$ cat config.mk
export PLATFORM = sky130hd
export DESIGN_NAME = result_display_driver
export DESIGN_NICKNAME = d
export VERILOG_FILES = /design/src/rtl/result_display_driver_pkg.sv /design/src/rtl/result_display_driver_seg7.sv /design/src/rtl/result_display_driver.sv
export SDC_FILE = /design/constraint.sdc
export NUM_CORES = 1
export LEC_CHECK = 0
export ABC_AREA = 0
export BUFFER_PORTS_ARGS = -buffer_cell sky130_fd_sc_hd__buf_4
export CAP_MARGIN = 10
export CORE_ASPECT_RATIO = 0.7
export CORE_MARGIN = 4
export CORE_UTILIZATION = 50
export CTS_CLUSTER_DIAMETER = 50
export DETAILED_ROUTE_END_ITERATION = 7
export GPL_TIMING_DRIVEN = 0
export HOLD_SLACK_MARGIN = 0.05
export PLACE_DENSITY = 0.76
export SETUP_SLACK_MARGIN = 0.1
export SYNTH_ARGS = -nofsm -noshare
export SYNTH_HDL_FRONTEND = slang
export SYNTH_SLANG_ARGS = --single-unit
$ cat constraint.sdc
create_clock -name clk -period 3.1 [get_ports clk]
set_input_delay 0.31 -clock clk [delete_from_list [all_inputs] [get_ports clk]]
set_output_delay 0.31 -clock clk [all_outputs]
set_load 0.01 [all_outputs]
$ cat src/rtl/result_display_driver_pkg.sv
// Shared types, segment patterns and sizing helper for the result display driver.
package result_display_pkg;

    typedef enum logic [1:0] {
        IDLE = 2'd0,
        CONV = 2'd1,
        UPD  = 2'd2
    } state_t;

    // Active-low gfedcba segment patterns
    localparam logic [6:0] SEG_BLANK = 7'h7F;
    localparam logic [6:0] SEG_DASH  = 7'h3F;
    localparam logic [6:0] SEG_DIGITS [10] = '{
        7'h40, 7'h79, 7'h24, 7'h30, 7'h19,
        7'h12, 7'h02, 7'h78, 7'h00, 7'h10
    };

    // Decimal digits needed to hold any w-bit unsigned value (log10(2) ~ 0.301)
    function automatic int unsigned bcd_digits_for_width(input int unsigned w);
        return (w * 301) / 1000 + 1;
    endfunction

endpackage

$ cat src/rtl/result_display_driver_seg7.sv
// Combinational BCD nibble to active-low 7-segment pattern; non-decimal nibbles blank.
module bcd_to_seg7
    import result_display_pkg::*;
(
    input  logic [3:0] bcd,
    output logic [6:0] seg_c
);

    always_comb begin
        seg_c = SEG_BLANK;
        if (bcd <= 4'd9) begin
            seg_c = SEG_DIGITS[bcd];
        end
    end

endmodule

$ cat src/rtl/result_display_driver.sv
// Serial double-dabble converter feeding a multiplexed common-anode 7-segment display
// with leading-zero blanking and overflow dashes.
module result_display_driver
    import result_display_pkg::*;
#(
    parameter int unsigned W           = 16,
    parameter int unsigned DIGITS      = 5,
    parameter int unsigned REFRESH_DIV = 50000,
    parameter int unsigned BLANK_LZ    = 1
) (
    input  logic              clk,
    input  logic              rst,
    input  logic              result_valid,
    input  logic [W-1:0]      result,
    output logic              busy,
    output logic              conv_done,
    output logic              ovf,
    output logic [DIGITS-1:0] an,
    output logic [6:0]        seg,
    output logic              dp
);

    localparam int unsigned NB   = bcd_digits_for_width(W);
    localparam int unsigned BW   = NB * 4;
    localparam int unsigned SRW  = BW + W;
    localparam int unsigned PW   = ((NB > DIGITS) ? NB : DIGITS) * 4;
    localparam int unsigned DW   = DIGITS * 4;
    localparam int unsigned CNTW = $clog2(W + 1);
    localparam int unsigned RW   = $clog2(REFRESH_DIV);
    localparam int unsigned SW   = (DIGITS > 1) ? $clog2(DIGITS) : 1;

    state_t            state, state_next;
    logic [SRW-1:0]    sh, sh_step;
    logic [CNTW-1:0]   cnt;
    logic [PW-1:0]     bcd_pad;
    logic              ovf_c;
    logic [DW-1:0]     disp;
    logic [RW-1:0]     refresh;
    logic              refresh_wrap;
    logic [SW-1:0]     idx;
    logic [DIGITS-1:0] upper_zero;
    logic              zero_run;
    logic [3:0]        sel_dig;
    logic              sel_blank;
    logic [6:0]        dec_seg, seg_next;

    always_ff @(posedge clk or posedge rst) begin
        if (rst) state <= IDLE;
        else     state <= state_next;
    end

    always_comb begin
        state_next = state;
        case (state)
            IDLE:    if (result_valid) state_next = CONV;
            CONV:    if (cnt == CNTW'(W - 1)) state_next = UPD;
            UPD:     state_next = IDLE;
            default: state_next = IDLE;
        endcase
    end

    // One double-dabble step: add-3 correction on every BCD nibble, then shift left
    always_comb begin
        sh_step = sh;
        for (int i = 0; i < int'(NB); i++) begin
            if (sh_step[W + i*4 +: 4] >= 4'd5) begin
                sh_step[W + i*4 +: 4] = sh_step[W + i*4 +: 4] + 4'd3;
            end
        end
        sh_step = sh_step << 1;
    end

    assign bcd_pad = PW'(sh[SRW-1:W]);
    assign ovf_c   = |(bcd_pad >> DW);

    always_ff @(posedge clk or posedge rst) begin
        if (rst) begin
            sh        <= '0;
            cnt       <= '0;
            disp      <= '0;
            ovf       <= 1'b0;
            busy      <= 1'b0;
            conv_done <= 1'b0;
        end else begin
            busy      <= (state != IDLE);
            conv_done <= (state == UPD);
            case (state)
                IDLE: begin
                    if (result_valid) begin
                        sh  <= SRW'(result);
                        cnt <= '0;
                    end
                end
                CONV: begin
                    sh  <= sh_step;
                    cnt <= cnt + CNTW'(1);
                end
                UPD: begin
                    disp <= bcd_pad[DW-1:0];
                    ovf  <= ovf_c;
                end
                default: ;
            endcase
        end
    end

    // upper_zero[i]: digits i..DIGITS-1 are all zero
    always_comb begin
        zero_run   = 1'b1;
        upper_zero = '0;
        for (int i = int'(DIGITS) - 1; i >= 0; i--) begin
            zero_run      = zero_run & (disp[i*4 +: 4] == 4'd0);
            upper_zero[i] = zero_run;
        end
    end

    always_comb begin
        sel_dig   = '0;
        sel_blank = 1'b0;
        for (int i = 0; i < int'(DIGITS); i++) begin
            if (idx == SW'(i)) begin
                sel_dig   = disp[i*4 +: 4];
                sel_blank = upper_zero[i];
            end
        end
    end

    bcd_to_seg7 u_dec (
        .bcd   (sel_dig),
        .seg_c (dec_seg)
    );

    always_comb begin
        seg_next = dec_seg;
        if (ovf) begin
            seg_next = SEG_DASH;
        end else if ((BLANK_LZ != 0) && (idx != '0) && sel_blank) begin
            seg_next = SEG_BLANK;
        end
    end

    assign refresh_wrap = (refresh == RW'(REFRESH_DIV - 1));

    // Free-running scan; an/seg latch the current slot's digit on each wrap
    always_ff @(posedge clk or posedge rst) begin
        if (rst) begin
            refresh <= '0;
            idx     <= '0;
            an      <= '1;
            seg     <= SEG_BLANK;
        end else if (refresh_wrap) begin
            refresh <= '0;
            idx     <= (idx == SW'(DIGITS - 1)) ? '0 : idx + SW'(1);
            an      <= ~(DIGITS'(1) << idx);
            seg     <= seg_next;
        end else begin
            refresh <= refresh + RW'(1);
        end
    end

    assign dp = 1'b1;

endmodule

==> out/qor.txt, run 1 <==
Status -> finished, final reports clean
Num ports -> 35
Wirelength, routed -> 10,300 um
Root buf cell -> clkbuf_16
Layout Area Growth over Synthesis -> 15.4%
Synth area leaders -> dfrtp_1, dfstp_2, ha_1, o21ai_0, nand2_1
Post-DR vias/cell -> 5.64
Hold WC Path Type -> primary input to flop
Setup violations, final -> 0
Max-Cap Viols -> 0
Post-synth EDFFs -> 0
DP Wirelength -> 7470 um
PortBufs -> 32
Antenna violations before repair -> 0
CTS tree -> built
FMAX -> 361 MHz
Synth top area share -> 43.2%
Setup_tns -> 0 ns
Drt pass-1 iters -> 5
First-pass GRT wire length -> 17,300 um
Synth Cell Area -> 4870 sq um
Post-Synth Simple-Gate Area -> 16.9%
Tmin final -> 2.77 ns
R2R depth -> 12
Relative slew slack -> 46.4%
Post-Place Worst Slack -> 0.212 ns
Largest net degree at the start of global routing -> 59
Fin nets -> 574
Number of remaining DRC errors -> 0
Worst setup EP type -> flop
Fill cells -> 780
Syn Area/Cell -> 9.99 sq um
Cell Area, Placed -> 5290 sq um
Synthesis warning total -> 0
Clk_lat worst skew -> 0.35 ns
Cells after synthesis -> 487
Hold Path Depth -> 3
Final Wtd Congestion -> 0.885
Design area -> 5620 sq um
Final-report hold violation count -> 0
Syn_nets -> 529
1st-iter DRT viols -> 208
Peak VDD IR -> 0.357 mV
Synth area leader -> dfrtp_1
Routed vias -> 3,730
Final worst path period share -> 89.3%
Overall Global Routing Usage -> 18.6%
Crit-path max FO -> 10
# Post-CTS Setup Buffers -> 0
RSZ-0062 raised after global routing -> no
Core area -> 9290 sq um
Nature of the critical path startpoint -> flop
Complex-gate fraction of the synthesized area -> 15.2%
Layout cells sized above 1 -> 18.4%
Post-synth ARST share -> 100%
Actual slew at the worst max-slew pin -> 0.799 ns
Final Instance Count excl. Fillers -> 661
Total CTS buffers -> 9
Arr. time, crit path -> 3.06 ns
Power per standard cell area -> 739 nW/um^2
Vias in the first global route -> 3,590
Clock Skew -> 0.00855 ns
CTS Sinks -> 96
Final setup margin -> 0.331 ns
GR Overflow Total -> 0
Starting Density -> 52.4%
Wire per inst -> 15.5 um
CTS H-tree lvls -> 3
XOR/XNOR Fraction of Synth Area -> 3.42%
Mux contribution to synthesized area -> 4.34%
Horiz. Die Dim -> 126 um
Row cnt -> 29
Main combinational cell family by area after synthesis -> simple AND/OR/NAND/NOR gates
Top_reg_cell synth -> dfrtp_1
Min Hold Slack -> 0.234 ns
Yosys reg bits -> 96
Die area -> 11,400 sq um
Synth Area in Adders -> 5.91%
Diodes inserted -> 0
Final Max Tran Viols -> 0
Number of instances in the placed design -> 644
Crit path kind -> flop to flop
CTS max path bufs -> 2
Synth unique cells -> 56
Req. time, crit path -> 3.39 ns
Clock-pin slew on the worst setup and hold paths -> 0.06 ns
Seq/Total Area, Yosys -> 49.7%
Vert. Die Dim -> 90.5 um
ANT nets after route -> 0
P_leak -> 2.64 nW
-- cells in the mapped netlist (5+ instances only) --
library cell,instances
nand2b_1,7
ha_1,23
nor3_1,9
mux2_2,17
nor2_1,24
dfstp_2,12
o21ai_0,53
dfrtp_1,84
clkbuf_1,16
and3b_1,15
nand3_1,15
inv_1,23
xnor2_1,9
xor2_1,10
o32a_1,6
a21oi_1,38
and3_1,5
nand2_1,52
-- final timing paths --
kind | from | end | slack, ns
min reg2reg | an[3] | an[3] | 0.48
max reg2reg | idx[0] | seg[3] | 0.33
max in group asynchronous | rst | an[4] | 1.83
min in group asynchronous | rst | sh[21] | 0.56
min | result[0] | sh[0] | 0.23
max | idx[0] | seg[3] | 0.33
-- where the power goes --
group	total [mW]	internal [mW]	switching, mW
combinational	1.24	0.533	0.705
clock	1.12	0.646	0.472
sequential	1.80	1.54	0.254
-- layout make-up --
cell class	count	area, sq um	share of cell area (%)
inverters	23	88.8	1.58
multi-input cells	342	2250	40.1
clock buffers	11	243	4.32
plain buffers	26	128	2.27
well taps	124	155	2.76
clock inverters	5	56.3	1.00
flip-flops and latches	96	2420	43.0
repair buffers	34	278	4.94
-- cells in the final DEF (no fill, tap or decap), types with 5 or more instances in the layout --
cell	Yosys	layout
a21oi_1	38	38
and3_1	5	5
and3b_1	15	15
buf_4	2	34
clkbuf_1	16	17
clkbuf_16	0	9
dfrtp_1	84	84
dfstp_2	12	12
ha_1	23	23
inv_1	23	22
mux2_2	17	17
nand2_1	52	52
nand2b_1	7	7
nand3_1	15	15
nor2_1	24	24
nor3_1	9	9
o21ai_0	53	53
o32a_1	6	6
xnor2_1	9	9
xor2_1	10	10
-- kinds of logic (layout without fill, tap and decap cells) --
family / Yosys count / after routing
compound gates: 123 / 123
xor+xnor: 19 / 19
fa+ha+maj: 23 / 23
buf+inv: 49 / 99
flops: 96 / 96
mux: 19 / 19
other cells: 2 / 2
simple gates: 156 / 156
-- flip-flops by register name, summed over array words and instances (netlist names), 2 cells and up --
signal / cells
idx: 3
an: 5
refresh: 16
sh: 36
seg: 7
disp: 20
state: 2
cnt: 5
-- routing by layer --
layer | up-vias | track usage, % | share of wire (%) | wire (um)
li1 | 1795 | - | - | -
met1 | 1856 | 26.2 | 48 | 4970
met2 | 63 | 28.2 | 46 | 4730
met3 | 16 | 4.37 | 3.9 | 400
met4 | 0 | 6.70 | 1.6 | 168
met5 | - | 0 | 0 | 0
-- per-stage QoR --
stage | utilization, % | power (mW)
2_1_floorplan | - | 2.69
3_3_place_gp | 56.7 | 2.94
3_5_place_dp | 57.0 | 3.04
4_1_cts | 60.3 | 4.17
5_1_grt | 60.5 | 4.44
6_report | 60.5 | 4.15
-- repair_timing --
action	CTS	global route
hold buffers	1	0
endpoints found under the hold margin	27	0
setup endpoints to repair	0	7
gates resized for setup	0	2
-- worst max-delay path: stages, from the launching register on --
cell,delay (ns)
dfrtp_1,0.40
inv_1,0.12
ha_1,0.17
buf_2,0.19
nand2_1,0.21
and3_2,0.30
a221oi_4,0.28
inv_1,0.12
ha_1,0.25
nor2_1,0.11
nor3_1,0.06
o21ai_2,0.29
o32a_1,0.21
(Power assumes the default switching activity.)
==> run 2, diff against run 1 <==
- clock period: 3.1 -> 3.5 ns (I/O delays scaled with it)
==> out/qor.txt, run 2 (synthesized netlist as in run 1, its figures left out) <==
Final Wtd Congestion -> 0.885
Slowest CP cell -> a211oi_1
Post-DR vias/cell -> 5.64
CTS max path bufs -> 2
Row cnt -> 29
Largest net degree at the start of global routing -> 59
Max FFs per register -> 36
Worst path bufs/invs -> 2
Diodes inserted -> 0
Wirelength, routed -> 10,300 um
FMAX -> 339 MHz
RR Endpoint -> seg[3]
P_leak -> 2.63 nW
Crit path largest cell delay -> 0.45 ns
ANT nets after route -> 0
Crit path kind -> flop to flop
Final Instance Count excl. Fillers -> 660
Status -> finished, final reports clean
Max-Cap Viols -> 0
Final setup margin -> 0.550 ns
Req. time, crit path -> 3.77 ns
Reg2Reg Launch Point -> idx[0]
Total CTS buffers -> 9
Number of instances in the placed design -> 644
Clock Skew -> 0.00661 ns
Worst-path cell chain -> inv_1 -> ha_1 -> buf_2 -> nand2_1 -> and3_2 -> a211oi_1 -> ha_1 -> nor2_1 -> nor3_1 -> o21ai_2 -> o32a_1
Actual slew at the worst max-slew pin -> 0.840 ns
Num ports -> 35
Die area -> 11,400 sq um
Horiz. Die Dim -> 126 um
M3 GR Usage -> 4.43%
Drt pass-1 iters -> 5
Min Hold Slack -> 0.0428 ns
Fin nets -> 573
Peak VDD IR -> 0.318 mV
Fill cells -> 788
Hold WC Path Type -> primary input to asynchronous set/reset pin
First-pass GRT wire length -> 17,300 um
DP Wirelength -> 7470 um
PortBufs -> 32
Most flops, register -> sh
Wire per inst -> 15.6 um
Overall Global Routing Usage -> 18.6%
Total power draw -> 3.67 mW
Post-Place Worst Slack -> 0.612 ns
Core area -> 9290 sq um
Setup violations, final -> 0
Crit-path max FO -> 10
Layout cells sized above 1 -> 18.3%
Post-cts resize count -> 0
Nature of the critical path startpoint -> flop
Most frequent cells in the layout -> dfrtp_1, o21ai_0, nand2_1
CTS tree -> built
# Post-CTS Setup Buffers -> 0
Final Max Tran Viols -> 0
1st-iter DRT viols -> 238
Arr. time, crit path -> 3.22 ns
CTS Sinks -> 96
Root buf cell -> clkbuf_16
RSZ-0062 raised after global routing -> no
Final-report hold violation count -> 0
Crit-path most repeated cell -> ha_1
Flop-to-flop setup slack -> 0.55 ns
Clk_lat worst skew -> 0.35 ns
Starting Density -> 52.4%
Antenna violations before repair -> 0
CTS Hold Bufs -> 0
Clock-pin slew on the worst setup and hold paths -> 0.07 ns
Power per standard cell area -> 657 nW/um^2
Relative slew slack -> 43.7%
Largest registers -> sh: 36 flops, disp: 20 flops, refresh: 16 flops
Routed vias -> 3,724
Commonest non-fill, non-tap cell in the layout -> dfrtp_1
Vert. Die Dim -> 90.5 um
Top delay family on crit path -> compound AO/OA/AOI/OAI gates
Levels on crit path -> 11
Number of remaining DRC errors -> 0
Final worst path period share -> 84.3%
R2R depth -> 11
GRT Max-Usage Layer -> met2
Tmin final -> 2.95 ns
GR Overflow Total -> 0
CTS H-tree lvls -> 3
M2 GR Usage -> 28.2%
Worst setup EP type -> flop
Vias in the first global route -> 3,590
Layout Area Growth over Synthesis -> 14.9%
Met1 Use GR -> 26.2%
run 2: cell types whose count changed in the layout (fill, tap and decap cells not counted), sizes merged:
cell         before  now
dlygate4sd3       1    0
run 2: worst max-delay path by stage:
| stage | startpoint | end | slack, ns |
|---|---|---|---|
| after floorplan | rst | busy | 0.66 |
| after global placement | rst | refresh[13] | -0.46 |
| after detailed placement | idx[0] | seg[3] | 0.61 |
| after CTS | idx[0] | seg[3] | 0.56 |
| after global routing | idx[0] | seg[2] | 0.29 |
| final | idx[0] | seg[3] | 0.55 |
run 2: layout make-up:
cell class / instances / area [sq um] / area share (%)
Multi-Input combinational cell: 342 / 2240 / 40.0
Timing Repair Buffer: 33 / 268 / 4.79
Buffer: 26 / 128 / 2.28
Clock buffer: 11 / 243 / 4.34
Tap cell: 124 / 155 / 2.77
Clock inverter: 5 / 56.3 / 1.01
Inverter: 23 / 88.8 / 1.59
Sequential cell: 96 / 2420 / 43.2
run 2: stage by stage:
stage	setup TNS [ns]	instance area (sq um)	utilization [%]
2_1_floorplan	0	4870	-
3_3_place_gp	-37.98	5260	56.7
3_5_place_dp	0	5290	57.0
4_1_cts	0	5590	60.2
5_1_grt	0	5590	60.2
6_report	0	5590	60.2
run 2: where the power goes:
group          switching, mW  total, mW  leakage (nW)  internal (mW)
clock network          0.417      0.989         0.145          0.572
logic                  0.623       1.09          1.26          0.469
registers              0.225       1.59          1.23           1.37
total                   1.27       3.67          2.63           2.41
run 2: layer usage:
metal / part of all wire, % / vias to the layer above
met5: 0 / -
met4: 1.8 / 0
met3: 3.9 / 21
met2: 46 / 68
met1: 48 / 1840
li1: - / 1795
==> run 3, diff against run 2 <==
- clock period: 3.5 -> 2.8 ns (I/O delays scaled with it)
==> out/qor.txt, run 3 (synthesized netlist as in run 1, its figures left out) <==
Peak VDD IR -> 0.368 mV
Die area -> 11,400 sq um
ANT nets after route -> 0
Post-DR vias/cell -> 5.68
DP Wirelength -> 7740 um
Vert. Die Dim -> 90.5 um
Worst path bufs/invs -> 1
1st-iter DRT viols -> 249
Layout cells sized above 1 -> 20.2%
Final Max Tran Viols -> 0
Number of remaining DRC errors -> 0
Status -> finished, final reports clean
Vias in the first global route -> 3,714
Setup violations, final -> 0
First-pass GRT wire length -> 18,000 um
Power per standard cell area -> 833 nW/um^2
Antenna violations before repair -> 0
Critical Path Source -> idx[2]
Total CTS buffers -> 9
Row cnt -> 29
Wire per inst -> 16.2 um
Wirelength, routed -> 10,700 um
FMAX -> 391 MHz
Diodes inserted -> 0
Slowest CP cell -> dfrtp_2
Arr. time, crit path -> 2.83 ns
Relative slew slack -> 46.5%
Crit-path max FO -> 8
Clock Skew -> 0.00837 ns
Worst-path cell chain -> inv_1 -> ha_4 -> or2_4 -> a21oi_1 -> a221oi_4 -> ha_1 -> nor2_1 -> nor3_2 -> o21ai_4 -> o32a_1
Req. time, crit path -> 3.08 ns
Routed vias -> 3,767
Layout Area Growth over Synthesis -> 17.6%
Final Wtd Congestion -> 0.913
CTS max path bufs -> 2
Max-Cap Viols -> 0
Actual slew at the worst max-slew pin -> 0.797 ns
Worst hold start -> result[0]
GR Overflow Total -> 0
Core area -> 9290 sq um
Final worst path period share -> 91.3%
CTS tree -> built
Reg2Reg Launch Point -> idx[2]
Fill cells -> 744
RSZ-0062 raised after global routing -> no
Design area -> 5730 sq um
Top delay family on crit path -> compound AO/OA/AOI/OAI gates
Crit path kind -> flop to flop
Most frequent cells in the layout -> dfrtp_1, o21ai_0, nand2_1
Largest registers -> sh: 36 flops, disp: 20 flops, refresh: 16 flops
CTS Sinks -> 96
Starting Density -> 52.4%
Hold WC Path Type -> primary input to flop
Min Hold Slack -> 0.200 ns
Nature of the critical path startpoint -> flop
P_leak -> 2.66 nW
Worst setup EP type -> flop
Root buf cell -> clkbuf_16
PortBufs -> 32
Commonest non-fill, non-tap cell in the layout -> dfrtp_1
Clock-pin slew on the worst setup and hold paths -> 0.07 ns
CTS H-tree lvls -> 3
Fin nets -> 576
Final-report hold violation count -> 0
Most flops, register -> sh
Clk_lat worst skew -> 0.35 ns
Largest net degree at the start of global routing -> 43
Crit path largest cell delay -> 0.46 ns
Cell Area, Placed -> 5310 sq um
Horiz. Die Dim -> 126 um
Num ports -> 35
Overall Global Routing Usage -> 19.3%
Max FFs per register -> 36
Tmin final -> 2.56 ns
Drt pass-1 iters -> 5
## run 3: per-stage QoR
stage | setup WS (ns) | util (%) | std cells | setup TNS, ns | total power, mW
3_3_place_gp | -0.0320 | 56.7 | 643 | -0.138 | 3.26
3_5_place_dp | -0.135 | 57.1 | 645 | -0.720 | 3.39
2_1_floorplan | 0.359 | - | 487 | 0 | 2.98
5_1_grt | 0.130 | 61.6 | 663 | 0 | 5.08
6_report | 0.245 | 61.6 | 663 | 0 | 4.77
4_1_cts | 0.105 | 61.1 | 662 | 0 | 4.76
## run 3: metal layers
metal / track usage, % / vias to the layer above / routed length (um) / part of all wire (%)
met5: 0 / - / 0 / 0
met4: 7.32 / 0 / 175 / 1.6
met3: 4.02 / 15 / 465 / 4.3
met2: 29.8 / 95 / 5030 / 47
met1: 26.8 / 1862 / 5050 / 47
li1: - / 1795 / - / -
## run 3: cell type report
cell class                 instances  area [sq um]  share of cell area (%)
inverter                          23          90.1                    1.57
sequential                        96          2420                    42.2
timing repair buffer              36           298                    5.20
buffer                            26           130                    2.27
clock buffer                      12           256                    4.48
multi-input combinational        342          2300                    40.2
tap                              124           155                    2.71
clock inverter                     4          76.3                    1.33
## run 3: timing repair
action | in CTS | in global routing
pin swaps | 1 | 5
endpoints found under the setup margin | 7 | 7
hold buffers | 1 | 0
resized for setup | 5 | 11
setup buffers | 0 | 1
hold endpoints to repair | 15 | 0
## run 3: worst paths after layout
| check | slack (ns) | to | cells past startpoint |
|---|---|---|---|
| max | 0.24 | seg[1] | 10 |
| min reg2reg | 0.47 | an[3] | 2 |
| min in group asynchronous | 0.52 | conv_done | 3 |
| max reg2reg | 0.24 | seg[1] | 10 |
| min | 0.20 | sh[0] | 3 |
| max in group asynchronous | 1.68 | an[4] | 4 |
## run 3: power by group
part           switching, mW  internal (mW)  total, mW
registers              0.289           1.71       2.00
logic                  0.802          0.601       1.40
clock network          0.533          0.834       1.37
## run 3: worst register-to-register path, cell delays in order (launching register included)
cell,delay [ns]
dfrtp_2,0.46
inv_1,0.23
ha_4,0.22
or2_4,0.16
a21oi_1,0.07
a221oi_4,0.39
ha_1,0.25
nor2_1,0.06
nor3_2,0.19
o21ai_4,0.11
o32a_1,0.35
